===== src/rtl/vid_raster_out_if.sv =====
// Pixel FIFO port bundle between the pixel output stage and the red/green/blue pixel FIFOs.
// master: the raster stage, which pops. slave: the FIFO side, which presents head data.
// fifo_empty/fifo_r/g/b are the FIFO head (combinational); fifo_read is a one-clk pop strobe.
interface vid_raster_out_if;
  logic       fifo_empty;
  logic [7:0] fifo_r;
  logic [7:0] fifo_g;
  logic [7:0] fifo_b;
  logic       fifo_read;

  modport master (
    input  fifo_empty,
    input  fifo_r,
    input  fifo_g,
    input  fifo_b,
    output fifo_read
  );

  modport slave (
    output fifo_empty,
    output fifo_r,
    output fifo_g,
    output fifo_b,
    input  fifo_read
  );
endinterface


===== src/rtl/vid_raster_out.sv =====
// Raster timing generator and pixel output stage: hsync/hblank/vsync/vblank, RGB from the pixel FIFOs,
// and line prefetch requests. Latency: outputs register on the pixel tick, visible 1 clk later.
// Backpressure: none accepted; an active pixel that meets an empty FIFO outputs black and sets underflow.
//
// Ports:
//   clk, reset_n          clock, asynchronous active-low reset
//   en                    controller enable; IDLE->RUN needs en and non-zero hend/vend
//   pcnt                  pixel divider, one tick every pcnt+1 clocks
//   hend/hsize/hsync_*    horizontal total, displayed width, sync window [start,end)
//   vend/vsize/vsync_*    vertical total, displayed height, sync window [start,end)
//   pix                   pixel FIFO bundle (head data, empty, pop strobe)
//   line_req/line_num     one-clk prefetch request for line line_num
//   frame_start           one-clk pulse for the first pixel of each frame
//   hsync/hblank/vsync/vblank, R/G/B   video outputs (RGB black while blanked)
//   underflow/underflow_clr            sticky underflow flag and its clear
module vid_raster_out #(
  parameter int CW  = 13,
  parameter int PDW = 6
) (
  input  logic            clk,
  input  logic            reset_n,
  input  logic            en,
  input  logic [PDW-1:0]  pcnt,
  input  logic [CW-1:0]   hend,
  input  logic [CW-1:0]   hsize,
  input  logic [CW-1:0]   hsync_start,
  input  logic [CW-1:0]   hsync_end,
  input  logic [CW-1:0]   vend,
  input  logic [CW-1:0]   vsize,
  input  logic [CW-1:0]   vsync_start,
  input  logic [CW-1:0]   vsync_end,
  vid_raster_out_if.master pix,
  output logic            line_req,
  output logic [CW-1:0]   line_num,
  output logic            frame_start,
  output logic            hsync,
  output logic            hblank,
  output logic            vsync,
  output logic            vblank,
  output logic [7:0]      R,
  output logic [7:0]      G,
  output logic [7:0]      B,
  output logic            underflow,
  input  logic            underflow_clr
);

  typedef enum logic {IDLE = 1'b0, RUN = 1'b1} state_t;

  state_t state_q, state_d;

  // Strobes from the FSM: start = IDLE->RUN edge, stop = RUN->IDLE edge, run = counting normally.
  logic start, stop, run;

  // Shadowed timing, so a register write mid-frame only lands at the next frame.
  logic [PDW-1:0] pcnt_s;
  logic [CW-1:0]  hend_s, hsize_s, hss_s, hse_s;
  logic [CW-1:0]  vend_s, vsize_s, vss_s, vse_s;

  logic [PDW-1:0] div_q;
  logic [CW-1:0]  hcnt_q, vcnt_q;

  logic           tick;
  logic           h_last, v_last, frame_wrap;
  logic           h_act, v_act, act;
  logic           hs, vs;
  logic [CW-1:0]  next_line;
  logic           lreq_hit;
  logic           pop, uf_set;

  // ---------------------------------------------------------------- FSM
  always_ff @(posedge clk or negedge reset_n) begin
    if (!reset_n) state_q <= IDLE;
    else          state_q <= state_d;
  end

  always_comb begin
    state_d = state_q;
    start   = 1'b0;
    stop    = 1'b0;
    run     = 1'b0;
    case (state_q)
      IDLE: begin
        if (en && (hend != '0) && (vend != '0)) begin
          state_d = RUN;
          start   = 1'b1;
        end
      end
      RUN: begin
        if (!en) begin
          state_d = IDLE;
          stop    = 1'b1;
        end else begin
          run = 1'b1;
        end
      end
      default: state_d = IDLE;
    endcase
  end

  // ---------------------------------------------------------------- classification of the current position
  assign tick       = run && (div_q == pcnt_s);
  assign h_last     = (hcnt_q == hend_s - CW'(1));
  assign v_last     = (vcnt_q == vend_s - CW'(1));
  assign frame_wrap = tick && h_last && v_last;

  assign h_act = (hcnt_q < hsize_s);
  assign v_act = (vcnt_q < vsize_s);
  assign act   = h_act && v_act;

  // An empty or inverted window never matches, so sync stays low.
  assign hs = (hcnt_q >= hss_s) && (hcnt_q < hse_s);
  assign vs = (vcnt_q >= vss_s) && (vcnt_q < vse_s);

  // Prefetch fires on the first blanked pixel of the line, asking for the line after this one.
  assign next_line = v_last ? '0 : vcnt_q + CW'(1);
  assign lreq_hit  = (hcnt_q == hsize_s) && (next_line < vsize_s);

  assign pop           = tick && act && !pix.fifo_empty;
  assign uf_set        = tick && act &&  pix.fifo_empty;
  assign pix.fifo_read = pop;

  // ---------------------------------------------------------------- timing shadow
  always_ff @(posedge clk or negedge reset_n) begin
    if (!reset_n) begin
      pcnt_s  <= '0;
      hend_s  <= '0;
      hsize_s <= '0;
      hss_s   <= '0;
      hse_s   <= '0;
      vend_s  <= '0;
      vsize_s <= '0;
      vss_s   <= '0;
      vse_s   <= '0;
    end else if (start || frame_wrap) begin
      pcnt_s  <= pcnt;
      hend_s  <= hend;
      hsize_s <= hsize;
      hss_s   <= hsync_start;
      hse_s   <= hsync_end;
      vend_s  <= vend;
      vsize_s <= vsize;
      vss_s   <= vsync_start;
      vse_s   <= vsync_end;
    end
  end

  // ---------------------------------------------------------------- counters and video outputs
  always_ff @(posedge clk or negedge reset_n) begin
    if (!reset_n) begin
      div_q       <= '0;
      hcnt_q      <= '0;
      vcnt_q      <= '0;
      line_req    <= 1'b0;
      line_num    <= '0;
      frame_start <= 1'b0;
      hsync       <= 1'b0;
      hblank      <= 1'b1;
      vsync       <= 1'b0;
      vblank      <= 1'b1;
      R           <= '0;
      G           <= '0;
      B           <= '0;
    end else if (start) begin
      div_q       <= '0;
      hcnt_q      <= '0;
      vcnt_q      <= '0;
      // Line 0 has no preceding hblank to prefetch in, so ask for it straight away.
      line_req    <= (vsize != '0);
      line_num    <= '0;
      frame_start <= 1'b0;
    end else if (stop) begin
      div_q       <= '0;
      hcnt_q      <= '0;
      vcnt_q      <= '0;
      line_req    <= 1'b0;
      line_num    <= '0;
      frame_start <= 1'b0;
      hsync       <= 1'b0;
      hblank      <= 1'b1;
      vsync       <= 1'b0;
      vblank      <= 1'b1;
      R           <= '0;
      G           <= '0;
      B           <= '0;
    end else if (run) begin
      line_req    <= 1'b0;
      frame_start <= 1'b0;
      if (tick) begin
        div_q  <= '0;
        hcnt_q <= h_last ? '0 : hcnt_q + CW'(1);
        if (h_last) vcnt_q <= v_last ? '0 : vcnt_q + CW'(1);
        hblank <= !h_act;
        vblank <= !v_act;
        hsync  <= hs;
        vsync  <= vs;
        R      <= pop ? pix.fifo_r : 8'h00;
        G      <= pop ? pix.fifo_g : 8'h00;
        B      <= pop ? pix.fifo_b : 8'h00;
        if (lreq_hit) begin
          line_req <= 1'b1;
          line_num <= next_line;
        end
        frame_start <= (hcnt_q == '0) && (vcnt_q == '0);
      end else begin
        div_q <= div_q + PDW'(1);
      end
    end
  end

  // Set wins over clear so an underflow in the clearing clk is not lost.
  always_ff @(posedge clk or negedge reset_n) begin
    if (!reset_n)          underflow <= 1'b0;
    else if (uf_set)       underflow <= 1'b1;
    else if (underflow_clr) underflow <= 1'b0;
  end

endmodule


===== src/flat_wrapper.sv =====
// flat-port wrapper written by rule: the top's interface ports become plain ports
module vid_raster_out_flat 
#(
  parameter int CW  = 13,
  parameter int PDW = 6
)
  (clk, reset_n, en, pcnt, hend, hsize, hsync_start, hsync_end, vend, vsize, vsync_start, vsync_end, line_req, line_num, frame_start, hsync, hblank, vsync, vblank, R, G, B, underflow, underflow_clr, pix_fifo_empty, pix_fifo_r, pix_fifo_g, pix_fifo_b, pix_fifo_read);
  vid_raster_out_if pix_i ();
  input  logic clk;
  input  logic reset_n;
  input  logic en;
  input  logic [PDW-1:0] pcnt;
  input  logic [CW-1:0] hend;
  input  logic [CW-1:0] hsize;
  input  logic [CW-1:0] hsync_start;
  input  logic [CW-1:0] hsync_end;
  input  logic [CW-1:0] vend;
  input  logic [CW-1:0] vsize;
  input  logic [CW-1:0] vsync_start;
  input  logic [CW-1:0] vsync_end;
  output logic line_req;
  output logic [CW-1:0] line_num;
  output logic frame_start;
  output logic hsync;
  output logic hblank;
  output logic vsync;
  output logic vblank;
  output logic [7:0] R;
  output logic [7:0] G;
  output logic [7:0] B;
  output logic underflow;
  input  logic underflow_clr;
  input wire logic [$bits(pix_i.fifo_empty)-1:0] pix_fifo_empty;
  input wire logic [$bits(pix_i.fifo_r)-1:0] pix_fifo_r;
  input wire logic [$bits(pix_i.fifo_g)-1:0] pix_fifo_g;
  input wire logic [$bits(pix_i.fifo_b)-1:0] pix_fifo_b;
  output wire logic [$bits(pix_i.fifo_read)-1:0] pix_fifo_read;
  assign pix_i.fifo_empty = pix_fifo_empty;
  assign pix_i.fifo_r = pix_fifo_r;
  assign pix_i.fifo_g = pix_fifo_g;
  assign pix_i.fifo_b = pix_fifo_b;
  assign pix_fifo_read = pix_i.fifo_read;
  vid_raster_out #(.CW(CW), .PDW(PDW)) u_core (.clk(clk), .reset_n(reset_n), .en(en), .pcnt(pcnt), .hend(hend), .hsize(hsize), .hsync_start(hsync_start), .hsync_end(hsync_end), .vend(vend), .vsize(vsize), .vsync_start(vsync_start), .vsync_end(vsync_end), .pix(pix_i), .line_req(line_req), .line_num(line_num), .frame_start(frame_start), .hsync(hsync), .hblank(hblank), .vsync(vsync), .vblank(vblank), .R(R), .G(G), .B(B), .underflow(underflow), .underflow_clr(underflow_clr));
endmodule

===== config.mk =====
export PLATFORM = sky130hd
export DESIGN_NAME = vid_raster_out_flat
export DESIGN_NICKNAME = d
export VERILOG_FILES = /design/src/rtl/vid_raster_out_if.sv /design/src/rtl/vid_raster_out.sv /design/src/flat_wrapper.sv
export SDC_FILE = /design/constraint.sdc
export NUM_CORES = 1
export LEC_CHECK = 0
export CAP_MARGIN = 20
export CORE_AREA = 10 10 155 157
export DETAILED_ROUTE_END_ITERATION = 8
export DIE_AREA = 0 0 165 167
export GPL_TIMING_DRIVEN = 0
export PLACE_DENSITY = 0.81
export SYNTH_ARGS = -nofsm -noshare
export SYNTH_HDL_FRONTEND = slang
export SYNTH_SLANG_ARGS = --single-unit

===== constraint.sdc =====
create_clock -name clk -period 5.56 [get_ports clk]
set_clock_uncertainty 0.05 [all_clocks]
set_input_delay 0.556 -clock clk [delete_from_list [all_inputs] [get_ports clk]]
set_output_delay 0.556 -clock clk [all_outputs]
set_load 0.005 [all_outputs]

==> results of run 1 <==
==> synth_stat cells, drive strengths merged (22+ instances only) <==
cell type | count | area [sq um]
a21o | 23 | 172.7
a21oi | 28 | 140.1
a22o | 38 | 332.8
clkbuf | 22 | 82.58
dfrtp | 185 | 4629
ha | 94 | 1176
inv | 93 | 349.1
mux2 | 113 | 1648
nand2 | 33 | 123.9
nand3 | 23 | 115.1
nor2 | 59 | 224.0
nor3 | 24 | 120.1
o21ai | 35 | 175.2
xnor2 | 31 | 271.5
xor2 | 23 | 201.4
==> kinds of logic (layout without fill, tap and decap cells) <==
logic type | after synthesis | count (layout)
simple gates | 238 | 238
xor+xnor | 55 | 55
compound gates | 176 | 176
flops | 187 | 187
buf+inv | 133 | 349
mux | 127 | 127
fa+ha+maj | 94 | 94
==> area by class of cell <==
| cell class | instances | area (sq um) |
|---|---|---|
| plain buffers | 40 | 357.8 |
| clock buffers | 19 | 452.9 |
| clock inverters | 13 | 209.0 |
| fillers | 1580 | 6600 |
| inverters | 93 | 349.1 |
| multi-input cells | 690 | 5963 |
| flip-flops and latches | 187 | 4682 |
| well taps | 275 | 344.1 |
| repair buffers | 184 | 1864 |
==> registers in the layout, indices dropped and copies added (netlist names), 8 cells and up <==
register,count
u_core.line_num,13
u_core.hsize_s,13
u_core.hend_s,13
u_core.B,8
u_core.vss_s,13
u_core.R,8
u_core.hss_s,13
u_core.vse_s,13
u_core.hcnt_q,13
u_core.vsize_s,13
u_core.hse_s,13
u_core.vcnt_q,13
u_core.vend_s,13
u_core.G,8
==> stage by stage <==
step	power (uW)	TNS [ns]
global route	4629	0
CTS	4414	0
floorplan	2606	0
finish	4396	0
detailed placement	3015	0
global placement	2961	-704.76
==> power by group <==
group / total, uW / leakage, uW / switching (uW) / internal (uW)
clock: 1380 / 0.000329 / 554 / 827
combinational: 1240 / 0.00408 / 554 / 687
sequential: 1770 / 0.00234 / 208 / 1570
==> worst max-delay path: stages (launching register included) <==
cell and delay [ns]:
dfrtp_1 0.44, inv_1 0.09, ha_1 0.19, or3b_4 0.43
or4_1 0.45, nor3_1 0.21, nor3b_1 0.10, nor4_4 0.62
clkbuf_1 0.45, nor2_1 0.22, ha_1 0.31, and3_1 0.20
nand4_1 0.15, or2_2 0.33, o311a_1 0.29, buf_4 0.17
buf_8 0.15, mux2i_1 0.19, nor2_1 0.06
==> metal layers <==
metal / global-route usage / part of all wire
met4: 0.07165 / 0.022
met5: 0 / 0
met3: 0.04487 / 0.073
met1: 0.2946 / 0.44
met2: 0.3464 / 0.47
==> worst paths after layout <==
path                                       to  depth (start not counted)        startpoint
max                        u_core.line_num[6]                         18  u_core.vend_s[0]
min                        u_core.line_num[4]                          1           reset_n
max reg2reg                u_core.line_num[6]                         18  u_core.vend_s[0]
min reg2reg                      u_core.hsync                          2      u_core.hsync
max in group asynchronous         u_core.B[4]                          2           reset_n
min in group clk                 u_core.hsync                          2      u_core.hsync
==> flow_summary.ini, run 1 <==
[outcome]
status = complete, no violations

[sta]
fin_crit_sh = 0.9418
timing.fmax_mhz = 191.0
timing.final.ws_setup_ns = 0.3234
relSlewSlack = 0.3420
rsz0062_at_grt = false
worst_pin_slew_ns = 0.9871
hold_ws_ns = 0.03666
final_max_slew_viol_count = 0
period_minus_slack_ns = 5.237
finalSetupViolCount = 0
report.final.hold_viol_count = 0

[synthesis]
seq_area_frac_synth = 0.4124
synth_cell_types = 65
synth_top_family_by_area = multiplexers
synthArstFlopShare = 1.000
syn_area_sq_mm = 0.01135
ys.warnings.count = 0
yosys.area_share.xor_xnor = 0.04365
synth_edf_count = 0
yosys_most_used_dff = dfrtp_1
synth_nets = 1243
synth_mux_area_frac = 0.1575
synth_compound_area_frac = 0.1090
synthAdderAreaFrac = 0.1036
synth_simple_gate_area_frac = 0.1115
ys_seq_elements = 187
postSynthCellCount = 1010
syn_avg_cell_area_sq_um = 11.24

[floorplanning]
start_util = 0.5452
boundaryPins = 184
coreArea_sq_mm = 0.02082
die_area_sq_mm = 0.02756
die_w_um = 165
num_rows = 53
die_h_um = 167

[global_route]
grt_pass1_vias = 8838
antenna_found_initial = 0
grt_pass1_wl_um = 48130
grt.overflow.total = 0
grt_max_degree = 110
track_usage = 0.2199

[cts]
cts_tree = built
clock_sinks = 187
clock_latency_ns = 0.44
cts-resized-gates = 0
clockBufferDepth = 2
holdBufCountCts = 0
post-cts-setup-buffers = 0
clkTransAtPathRegs_ns = 0.07
cts_buffers = 17
root_buffer = clkbuf_16
cts.htree.levels = 4

[setup_path]
critPathRequiredTime_ns = 5.81
crit_path_start_kind = flip-flop
rrSetupSlack_ns = 0.32
endpoint_kind = flip-flop
cp_data_arrival_time_ns = 5.49
crit_type = reg2reg
crit_path_max_fanout = 10

[power]
p_leak_uw = 0.006748
ir_drop_v = 0.0002364
p_per_area_mw_per_mm2 = 309.1

[detailed_routing]
antenna_left = 0
routedWlPerCell_um = 20.26
drtIter0Drc = 648
drc_errors = 0
dr.pass1.iters = 5
num_vias = 8627
drt-total-wl_um = 30400
viasPerCell = 5.748

[layout]
layout_commonest_cell = dfrtp_1
fin_cells = 1501
antenna_cells = 0
drive_gt1_frac = 0.1403
layout_common_cells = dfrtp_1 (185), clkdlybuf4s50_1 (182), mux2_4 (100)
area.growth.synth_to_final_pct = 25.28
utilization = 0.6830
nets = 1446
design_area_sq_mm = 0.01422

[min_path]
min_path_type = in2async

[placement]
place_ws_ns = 0.4074
placed_area_sq_mm = 0.01356
port_buffers = 183
place_hpwl_um = 23110
place_congestion = 0.9096
dp_cells = 1469

[job]
maxCapViolCount = 0
(Power assumes the default switching activity.)
==> run 2, diff against run 1 <==
CTS_CLUSTER_SIZE = 12   (was default)
==> results of run 2 <==
Same layout as run 1: the final DEF is identical, and so are final timing and power.
